**src/rtl/hazard_pipeline_controller.sv**
```systemverilog
`default_nettype none
// ============================================================================
//  Module   : hazard_pipeline_controller
//  Purpose  : Control-side sequencer for the 5-stage RV32 pipe. It carries the
//             decoded control bits through ID/EX, EX/MEM and MEM/WB. It also
//             generates stall, flush and forwarding selects, freezes the pipe
//             while data memory is busy, and flags a memory port that never
//             answers.
//  Ports    : clk, rst              - clock, synchronous active-high reset
//             *D                    - ID-stage decoded control and addresses
//             ZeroE                 - ALU zero flag from EX
//             MemReady              - data memory completes the M access
//             *E / *M / *W          - stage control registers
//             PCSrcE                - branch taken
//             StallF/D/X, FlushD/E  - hazard controls
//             ForwardAE/BE          - operand bypass selects
//                                     (00 regfile, 10 from M, 01 from W)
//             MemErr                - sticky memory-timeout flag
//  Revision : 1.0 - initial release
// ============================================================================
module hazard_pipeline_controller #(
  parameter int REG_AW   = 5,
  parameter int MAX_WAIT = 15
) (
  input  logic              clk,
  input  logic              rst,
  input  logic              RegWriteD,
  input  logic              ResultSrcD,
  input  logic              MemWriteD,
  input  logic              BranchD,
  input  logic              ALUSrcD,
  input  logic [2:0]        ALUControlD,
  input  logic [REG_AW-1:0] Rs1D,
  input  logic [REG_AW-1:0] Rs2D,
  input  logic [REG_AW-1:0] RdD,
  input  logic              ZeroE,
  input  logic              MemReady,
  output logic              RegWriteE,
  output logic              ResultSrcE,
  output logic              MemWriteE,
  output logic              BranchE,
  output logic              ALUSrcE,
  output logic [2:0]        ALUControlE,
  output logic [REG_AW-1:0] Rs1E,
  output logic [REG_AW-1:0] Rs2E,
  output logic [REG_AW-1:0] RdE,
  output logic              RegWriteM,
  output logic              ResultSrcM,
  output logic              MemWriteM,
  output logic [REG_AW-1:0] RdM,
  output logic              RegWriteW,
  output logic              ResultSrcW,
  output logic [REG_AW-1:0] RdW,
  output logic              PCSrcE,
  output logic              StallF,
  output logic              StallD,
  output logic              FlushD,
  output logic              FlushE,
  output logic              StallX,
  output logic [1:0]        ForwardAE,
  output logic [1:0]        ForwardBE,
  output logic              MemErr
);

  localparam int CNT_W = $clog2(MAX_WAIT + 1);

  logic             mem_wait;
  logic             load_use;
  logic [CNT_W-1:0] wait_cnt;

  // Hazard detection and forwarding
  always_comb begin
    PCSrcE    = BranchE & ZeroE;
    // Only a real load/store in M can wait; a bubble never stalls the pipe.
    mem_wait  = (MemWriteM | ResultSrcM) & ~MemReady & (RegWriteM | MemWriteM);
    load_use  = ResultSrcE & (RdE != '0) & ((RdE == Rs1D) | (RdE == Rs2D));

    StallF    = 1'b0;
    StallD    = 1'b0;
    FlushD    = 1'b0;
    FlushE    = 1'b0;
    StallX    = mem_wait;

    if (mem_wait) begin
      // Whole pipe frozen; a pending branch resolves once memory answers.
      StallF = 1'b1;
      StallD = 1'b1;
    end else if (PCSrcE) begin
      // The ID instruction is discarded, so a load-use stall on it is moot.
      FlushD = 1'b1;
      FlushE = 1'b1;
    end else if (load_use) begin
      StallF = 1'b1;
      StallD = 1'b1;
      FlushE = 1'b1;
    end

    // M stage is the younger producer, so it wins over W.
    ForwardAE = 2'b00;
    if (RegWriteM && (RdM != '0) && (RdM == Rs1E))      ForwardAE = 2'b10;
    else if (RegWriteW && (RdW != '0) && (RdW == Rs1E)) ForwardAE = 2'b01;

    ForwardBE = 2'b00;
    if (RegWriteM && (RdM != '0) && (RdM == Rs2E))      ForwardBE = 2'b10;
    else if (RegWriteW && (RdW != '0) && (RdW == Rs2E)) ForwardBE = 2'b01;
  end

  // ID/EX control register
  always_ff @(posedge clk) begin
    if (rst || (!StallX && FlushE)) begin
      RegWriteE   <= 1'b0;
      ResultSrcE  <= 1'b0;
      MemWriteE   <= 1'b0;
      BranchE     <= 1'b0;
      ALUSrcE     <= 1'b0;
      ALUControlE <= 3'b000;
      Rs1E        <= '0;
      Rs2E        <= '0;
      RdE         <= '0;
    end else if (!StallX) begin
      RegWriteE   <= RegWriteD;
      ResultSrcE  <= ResultSrcD;
      MemWriteE   <= MemWriteD;
      BranchE     <= BranchD;
      ALUSrcE     <= ALUSrcD;
      ALUControlE <= ALUControlD;
      Rs1E        <= Rs1D;
      Rs2E        <= Rs2D;
      RdE         <= RdD;
    end
  end

  // EX/MEM control register
  always_ff @(posedge clk) begin
    if (rst) begin
      RegWriteM  <= 1'b0;
      ResultSrcM <= 1'b0;
      MemWriteM  <= 1'b0;
      RdM        <= '0;
    end else if (!StallX) begin
      RegWriteM  <= RegWriteE;
      ResultSrcM <= ResultSrcE;
      MemWriteM  <= MemWriteE;
      RdM        <= RdE;
    end
  end

  // MEM/WB control register; a bubble enters WB while M is waiting so the
  // stalled access is written back exactly once, after it completes.
  always_ff @(posedge clk) begin
    if (rst || mem_wait) begin
      RegWriteW  <= 1'b0;
      ResultSrcW <= 1'b0;
      RdW        <= '0;
    end else begin
      RegWriteW  <= RegWriteM;
      ResultSrcW <= ResultSrcM;
      RdW        <= RdM;
    end
  end

  // Memory timeout watchdog: counts consecutive wait cycles, saturating.
  always_ff @(posedge clk) begin
    if (rst) begin
      wait_cnt <= '0;
      MemErr   <= 1'b0;
    end else if (mem_wait) begin
      if (wait_cnt == CNT_W'(MAX_WAIT)) begin
        MemErr <= 1'b1;
      end else begin
        wait_cnt <= wait_cnt + CNT_W'(1);
      end
    end else begin
      wait_cnt <= '0;
    end
  end

endmodule
`default_nettype wire

```
**config.mk**
```make
export PLATFORM = sky130hd
export DESIGN_NAME = hazard_pipeline_controller
export DESIGN_NICKNAME = d
export VERILOG_FILES = /design/src/rtl/hazard_pipeline_controller.sv
export SDC_FILE = /design/constraint.sdc
export NUM_CORES = 1
export LEC_CHECK = 0
export CORE_UTILIZATION = 30
export DETAILED_ROUTE_END_ITERATION = 8
export PLACE_DENSITY_LB_ADDON = 0.1
export SYNTH_ARGS = -nofsm -noshare
export SYNTH_HDL_FRONTEND = slang
export SYNTH_SLANG_ARGS = --single-unit
```
**constraint.sdc**
```tcl
create_clock -name clk -period 2.5 [get_ports clk]
set_clock_uncertainty 0.15 [all_clocks]
set_input_delay 0.375 -clock clk [delete_from_list [all_inputs] [get_ports clk]]
set_output_delay 0.375 -clock clk [all_outputs]
set_load 0.02 [all_outputs]
```
* Word level (Yosys, flattened, before mapping)
Index checks and enable logic that the tools add are counted.
Storage, ports and cells: output and inout port bits 49, register bits after elaboration 43, input bits 27
Cells by class: reductions and logical operators 15, bitwise gates (word level) 10, $add $sub $neg 1, eq/ne operators 7, mux-type cells 11
Operators with widths (number):
- equality test 5 bit | 6
- nonzero test 5 bit | 3
- two-way mux 1 bit | 9
- logical AND 1 bit | 7
- AND 1 bit | 5
- adder 4 x 1 -> 4 bit (second input constant) | 1
- equality test 4 bit (second input constant) | 1
- two-way mux 2 bit | 2
- OR 1 bit | 3
- logical OR 1 bit | 2
- NOT 1 bit | 2
- AND reduction 2 bit | 1
- OR reduction 2 bit | 1
- logical NOT 1 bit | 1

* Longest topological paths before layout
Gate-level depths: netlist of run 1.
depth after elaboration 8, depth in mapped cells 7, gate-level depth less buffers 6

* Least setup slack after synthesis of run 1
No wires, ideal clock.
kind reg-to-output, start point register RdM[1], end point output port ForwardAE[0], path buffers 0, cell stages (with the launch flop) 5, arrival 2.044 ns, required time 1.975 ns, slack -0.069 ns, cell sequence dfxtp_1 or4_1 o21ai_0 nor4_1 nor4_1
On the way: cells in the longest elaborated chain, start to end 4
Ends and longest elaborated chain:
- start: declaration | line 50 | output logic [REG_AW-1:0] RdM,
- start signal: assignment | line 144 | RdM <= RdE;
- nonzero test 5 bit | line 100 | if (RegWriteM && (RdM != '0) && (RdM == Rs1E)) ForwardAE = 2'b10;
- logical AND 1 bit | line 100
- logical AND 1 bit (*) | line 100
- two-way mux 2 bit (*) | line 100
- end: declaration | line 60 | output logic [1:0] ForwardAE,
Every way passes the cells marked *; elsewhere a longest branch is shown, timed or not.

* Worst setup path in the final report of run 1
start point register RdM[1], end point output port ForwardBE[1]
On the way: cells in the longest elaborated chain, start to end 4
Ends and longest elaborated chain:
- nonzero test 5 bit | line 104 | if (RegWriteM && (RdM != '0) && (RdM == Rs2E)) ForwardBE = 2'b10;
- logical AND 1 bit | line 104
- logical AND 1 bit (*) | line 104
- two-way mux 2 bit (*) | line 104
- end: declaration | line 61 | output logic [1:0] ForwardBE,
Marked as above.

==> run metrics, run 1 <==
GRT overflow 0; Post-CTS Setup Inserts 0; Clock Latency Late Sink 300 ps; Ports 76; top cells by area, synth dfxtp_1, nand2_1, o21ai_2, xnor2_1, xor2_1; final setup vio count 0; Root Driver clkbuf_8; CP arrival 1920 ps; internal power 1.45 mW; dominant cell type by area after synthesis dfxtp_1; Net count, final 371; die width 83.9 um; most common cell after layout, fill and taps aside clkdlybuf4s50_1; cts bufs inserted 5; layout cells sized above 1 0.241; RSZ-0062 raised after global routing yes; CP required 1980 ps; gpl congestion 0.842; pre-CTS setup slack -469 ps; H-tree levels 2; Ant. Diodes 0; worst relative slew slack 0.798; register area share after synthesis 0.427; die height 83.9 um; commonest cells after routing, fill and taps aside clkdlybuf4s50_1, nand2_1, dfxtp_1; post-synth cell types 28; vias in the first global route 1,875; syn_nets 262; status complete, but fails checks; Pwr Density 646 nW/um^2; DPL Wire Length 4420 um; NetSw 659 uW; initial drt markers 73; area fraction of the dominant cell type after synthesis 0.427; Cell Area, Synth 2010 sq um; Critical Path Source Type flip-flop; VDD IR-drop max 0.280 mV; Period minus WS final 2440 ps; antenna-violating nets left 0; clock-pin slew of the registers on the worst-case setup and hold paths 90 ps; DR WL/cell 13.6 um; final slew viol count 0; Setup TNS Final 0 ps; input/output buffers 75; Area growth, synth to finish 61.8%; failing checks design-rule violations; critical path fanouts, max 2; register bit total from synthesis 43; Hold Vio Cnt, Final 0; WL final 5710 um; Hold Crit Class reg -> reg; critical path class reg -> out; antenna violations before repair 0; TritonCTS clock tree yes; Post-DP Area 3120 sq um; Max Cap Viol 0; Cells after Synth 234; FP Rows 29; Sw Share 0.313; DRT Pass-1 Iters 7; peak per-stage delay on the critical path 540 ps; DR vias 1,983; core footprint 6420 sq um; FMAX 409 MHz; largest net degree at the start of global routing 26; gr usage total 0.168; Initial Util 0.314; Remaining DRCs 11; clk buf depth 2; Pleak 1.39 nW; Clock Power Share 0.269; Worst-Margin Slew 296 ps; period utilisation layout 0.978; Clock Sinks 43; PnR Total Power 2.11 mW; DR vias/cell 4.71; final instance area 3260 sq um; Setup crit end kind primary output; Syn. warnings 0; die area 7050 sq um; first-pass GRT wire length 9370 um; Critical Path, Cell by Cell or4_4 > o21ai_4 > nor4_4 > buf_4 > dlygate4sd2_1; CP max-delay cell or4_4; post-route worst setup slack 55.6 ps; hold_buf cts 0; syn_area_per_cell 8.61 sq um; logic gate share of total power 0.338; Reg power frac 0.393
-- final cells by class --
cell class                 instances  area, sq um
fill                             646         3160
multi-input combinational        176         1140
timing repair buffer             115         1040
sequential                        43          862
tap                               77         96.3
clock buffer                       6         82.6
clock inverter                     2         35.0
inverter                           2         7.51
-- registers in the layout (all words and copies together) (netlist names) --
signal       cells
RegWriteM        1
RdE              5
ALUSrcE          1
wait_cnt         4
RdW              5
ResultSrcE       1
MemWriteE        1
MemWriteM        1
ResultSrcW       1
ResultSrcM       1
RegWriteE        1
Rs2E             5
RdM              5
MemErr           1
RegWriteW        1
ALUControlE      3
BranchE          1
Rs1E             5
-- path summary, 6_finish.rpt --
check	from	end	slack [ps]	cells past startpoint
worst max register to register	RdE[2]	Rs2E[3]	230	7
worst max-delay path	RdM[1]	ForwardBE[1]	60	5
worst min-delay path	ALUSrcE	ALUSrcE	310	2
worst min register to register	ALUSrcE	ALUSrcE	310	2
-- through the flow --
| step | hold slack (ps) | util | cells |
|---|---|---|---|
| floorplan | 316 | - | 234 |
| global placement | 291 | 0.486 | 413 |
| detailed placement | 298 | 0.486 | 413 |
| CTS | 311 | 0.506 | 421 |
| global route | 334 | 0.508 | 421 |
| finish | 308 | 0.508 | 421 |
-- cells by family (layout without fill, tap and decap cells) --
kind of cell | after synthesis | count (layout) | share of synthesized area
XOR/XNOR | 31 | 31 | 0.135
flip-flops | 43 | 43 | 0.427
AO/OA/AOI/OAI | 42 | 42 | 0.148
multiplexers | 1 | 1 | 0.00497
AND/OR/NAND/NOR | 101 | 101 | 0.241
buffers and inverters | 15 | 125 | 0.0373
adder cells (fa/ha/maj) | 1 | 1 | 0.00621
-- critical path, delay by kind of cell (launching register included) --
family | cells | cell delay (ps)
flops | 1 | 320
simple gates | 2 | 620
buf+inv | 2 | 440
compound gates | 1 | 230
-- Yosys cell counts --
library cell	instances
nor3_1	3
o21a_1	1
o31a_2	1
nor4_1	4
dfxtp_1	43
nor2_1	8
and2_1	7
inv_1	2
nand3_1	6
nand3b_1	11
a2111oi_0	1
or4_1	5
a21oi_1	10
nand2_1	54
xnor2_1	17
a31oi_1	1
o21ai_0	7
or3_1	1
ha_1	1
clkbuf_1	10
buf_6	2
nor2b_1	1
o21ai_2	20
buf_4	1
or2_2	1
o22ai_1	1
mux2i_1	1
xor2_1	14
-- power by group through the flow --
stage / registers [mW] / logic (mW) / clock network [mW]
3_3_place_gp: 0.843 / 0.698 / 0
2_1_floorplan: 0.933 / 0.251 / 0
6_report: 0.827 / 0.711 / 0.567
5_1_grt: 0.837 / 0.769 / 0.608
4_1_cts: 0.828 / 0.716 / 0.582
3_5_place_dp: 0.842 / 0.700 / 0
-- per-layer routing --
metal	global-route usage	wire length (um)	vias up
li1	-	-	1006
met1	0.215	2570	895
met2	0.270	2680	69
met3	0.0435	320	13
met4	0.0674	138	0
met5	0	0	-
-- repair_timing --
item | in CTS | in global routing
endpoints found under the setup margin | 9 | 6
gates resized for setup | 36 | 4
gates cloned | 0 | 0
pin swaps | 0 | 5
Note: power is estimated with default switching activity, not from simulation.
==> run 2: changes to the inputs <==
Settings changed: CORE_ASPECT_RATIO from default to 2.
==> run metrics, run 2 (synthesis results as in run 1) <==
status completed; Ports 76 (unchanged); RR Startpoint RdE[1]; DR WL/cell 14.3 um (+5.1%); TritonCTS clock tree yes; clock-pin slew of the registers on the worst-case setup and hold paths 60 ps (-30 ps); GRT overflow 0 (unchanged); M1 GR Usage 0.189 (-0.0257); initial drt markers 70 (-4.1%); RSZ-0062 raised after global routing no; die width 59.9 um (-29%); Pwr Density 678 nW/um^2 (+4.9%); layout cells sized above 1 0.221 (-0.0207); CP startpoint MemReady; hold_buf cts 0 (unchanged); Hold Crit Class reg -> reg; final instance area 3240 sq um (-0.50%); cts bufs inserted 5 (unchanged); period utilisation layout 0.984 (+0.00658); CP arrival 1940 ps (+20 ps); H-tree levels 2 (unchanged); critical path fanouts, max 4 (+2); gr usage total 0.186 (+0.0172); final slew viol count 0 (unchanged); Root Driver clkbuf_16; CP bufs+invs 3 (+1); FP Rows 41 (+41%); GRT met2 Usage 0.342 (+0.0712); delay-heaviest family, CP buffers and inverters; hold_sp ALUControlE[0]; Period minus WS final 2460 ps (+16.4 ps); vias in the first global route 1,911 (+1.9%); Remaining DRCs 0 (-11); Setup TNS Final 0 ps (unchanged); VDD IR-drop max 0.506 mV (+81%); grt peak-use layer met2; die height 118 um (+40%); CP max-delay cell clkdlybuf4s50_1; fill count 639 (-1.1%); DR vias/cell 4.53 (-3.9%); Critical Path, Cell by Cell clkdlybuf4s50_1 > or2_2 > inv_1 > clkdlybuf4s50_1; largest net degree at the start of global routing 27 (+3.8%); clk buf depth 2 (unchanged); antenna violations before repair 0 (unchanged); Critical Path Source Type input pin; die area 7070 sq um (+0.27%); DP Cell Count 418 (+1.2%); FMAX 406 MHz (-0.67%); Worst path most repeated cell clkdlybuf4s50_1; input/output buffers 75 (unchanged); Worst-Margin Slew 420 ps (+124 ps); pre-CTS setup slack -445 ps (+24.2 ps); met3 Use GR 0.0374 (-0.00616); Max Cap Viol 0 (unchanged); antenna-violating nets left 0 (unchanged); Post-CTS Setup Inserts 0 (unchanged); Clock Sinks 43 (unchanged); Setup crit end kind primary output; Ant. Diodes 0 (unchanged); WL final 6070 um (+6.3%); core footprint 6410 sq um (-0.16%); Initial Util 0.314 (+0.000490); gpl congestion 0.778 (-7.6%); Util after Layout 0.506 (-0.00174); DR vias 1,929 (-2.7%); most common cell after layout, fill and taps aside clkdlybuf4s50_1; Clock Latency Late Sink 280 ps (-20 ps); Area growth, synth to finish 61.0%; Hold Vio Cnt, Final 0 (unchanged); DPL Wire Length 4790 um (+8.3%); Post-Layout Cell Count 426 (+1.2%); post-route worst setup slack 39.2 ps (-16.4 ps); Net count, final 367 (-1.1%); peak per-stage delay on the critical path 640 ps (+100 ps); area of the multi-input gates 1100 sq um (-3.4%); worst relative slew slack 0.718 (-0.0801); final setup vio count 0 (unchanged); first-pass GRT wire length 9630 um (+2.8%); Reg area 862 sq um (unchanged); Post-DP Area 3100 sq um (-0.60%); commonest cells after routing, fill and taps aside clkdlybuf4s50_1, nand2_1, dfxtp_1; Pleak 1.39 nW (about the same); CP required 1980 ps (about the same); critical path class in -> out; DRT Pass-1 Iters 4 (-3)
## run 2: cell count changes in the layout (fill, tap and decap cells not counted), sizes merged
cell | previous run | this run
buf | 45 | 41
clkbuf | 6 | 8
dlygate4sd2 | 4 | 2
bufinv | 1 | 0
clkdlybuf4s50 | 66 | 67
clkinv | 1 | 0
dlymetal6s2s | 0 | 1
## run 2: layout make-up
| class | instances | area share |
|---|---|---|
| multi-input cells | 176 | 0.340 |
| repair buffers | 111 | 0.311 |
| flip-flops and latches | 43 | 0.266 |
| clock buffers | 8 | 0.0482 |
| well taps | 86 | 0.0332 |
| inverters | 2 | 0.00231 |
## run 2: where the power goes
part,internal [mW],leakage [nW],switching [mW],total (mW)
registers,0.759,0.356,0.0710,0.830
clock network,0.425,0.0772,0.251,0.676
logic,0.356,0.955,0.335,0.691
total,1.54,1.39,0.658,2.20
## run 2: path summary, 6_finish.rpt
path                    end  slack (ps)  cells after the start
min          ALUControlE[0]         310                      2
min reg2reg  ALUControlE[0]         310                      2
max reg2reg         Rs1E[3]         260                      7
max                  StallX          40                      4
## run 2: stage by stage
stage | hold slack, ps | total power, mW
after floorplan | 316 | 1.18
final | 307 | 2.20
after global routing | 326 | 2.31
after CTS | 307 | 2.23
after detailed placement | 295 | 1.55
after global placement | 289 | 1.54
## run 2: routing by layer
layer	wire (um)	share of wire
met5	0	0
met4	160	0.026
met3	255	0.042
met2	3470	0.57
met1	2190	0.36
## run 2: what timing repair did
action,4_1_cts,5_1_grt
resized for setup,28,4
endpoints found under the hold margin,0,0
endpoints found under the setup margin,7,4
## run 2: tightest hold or removal path, cell delays in order (launching register included)
cell	delay [ps]
dfxtp_1	310
nand2_1	60
o21ai_2	40
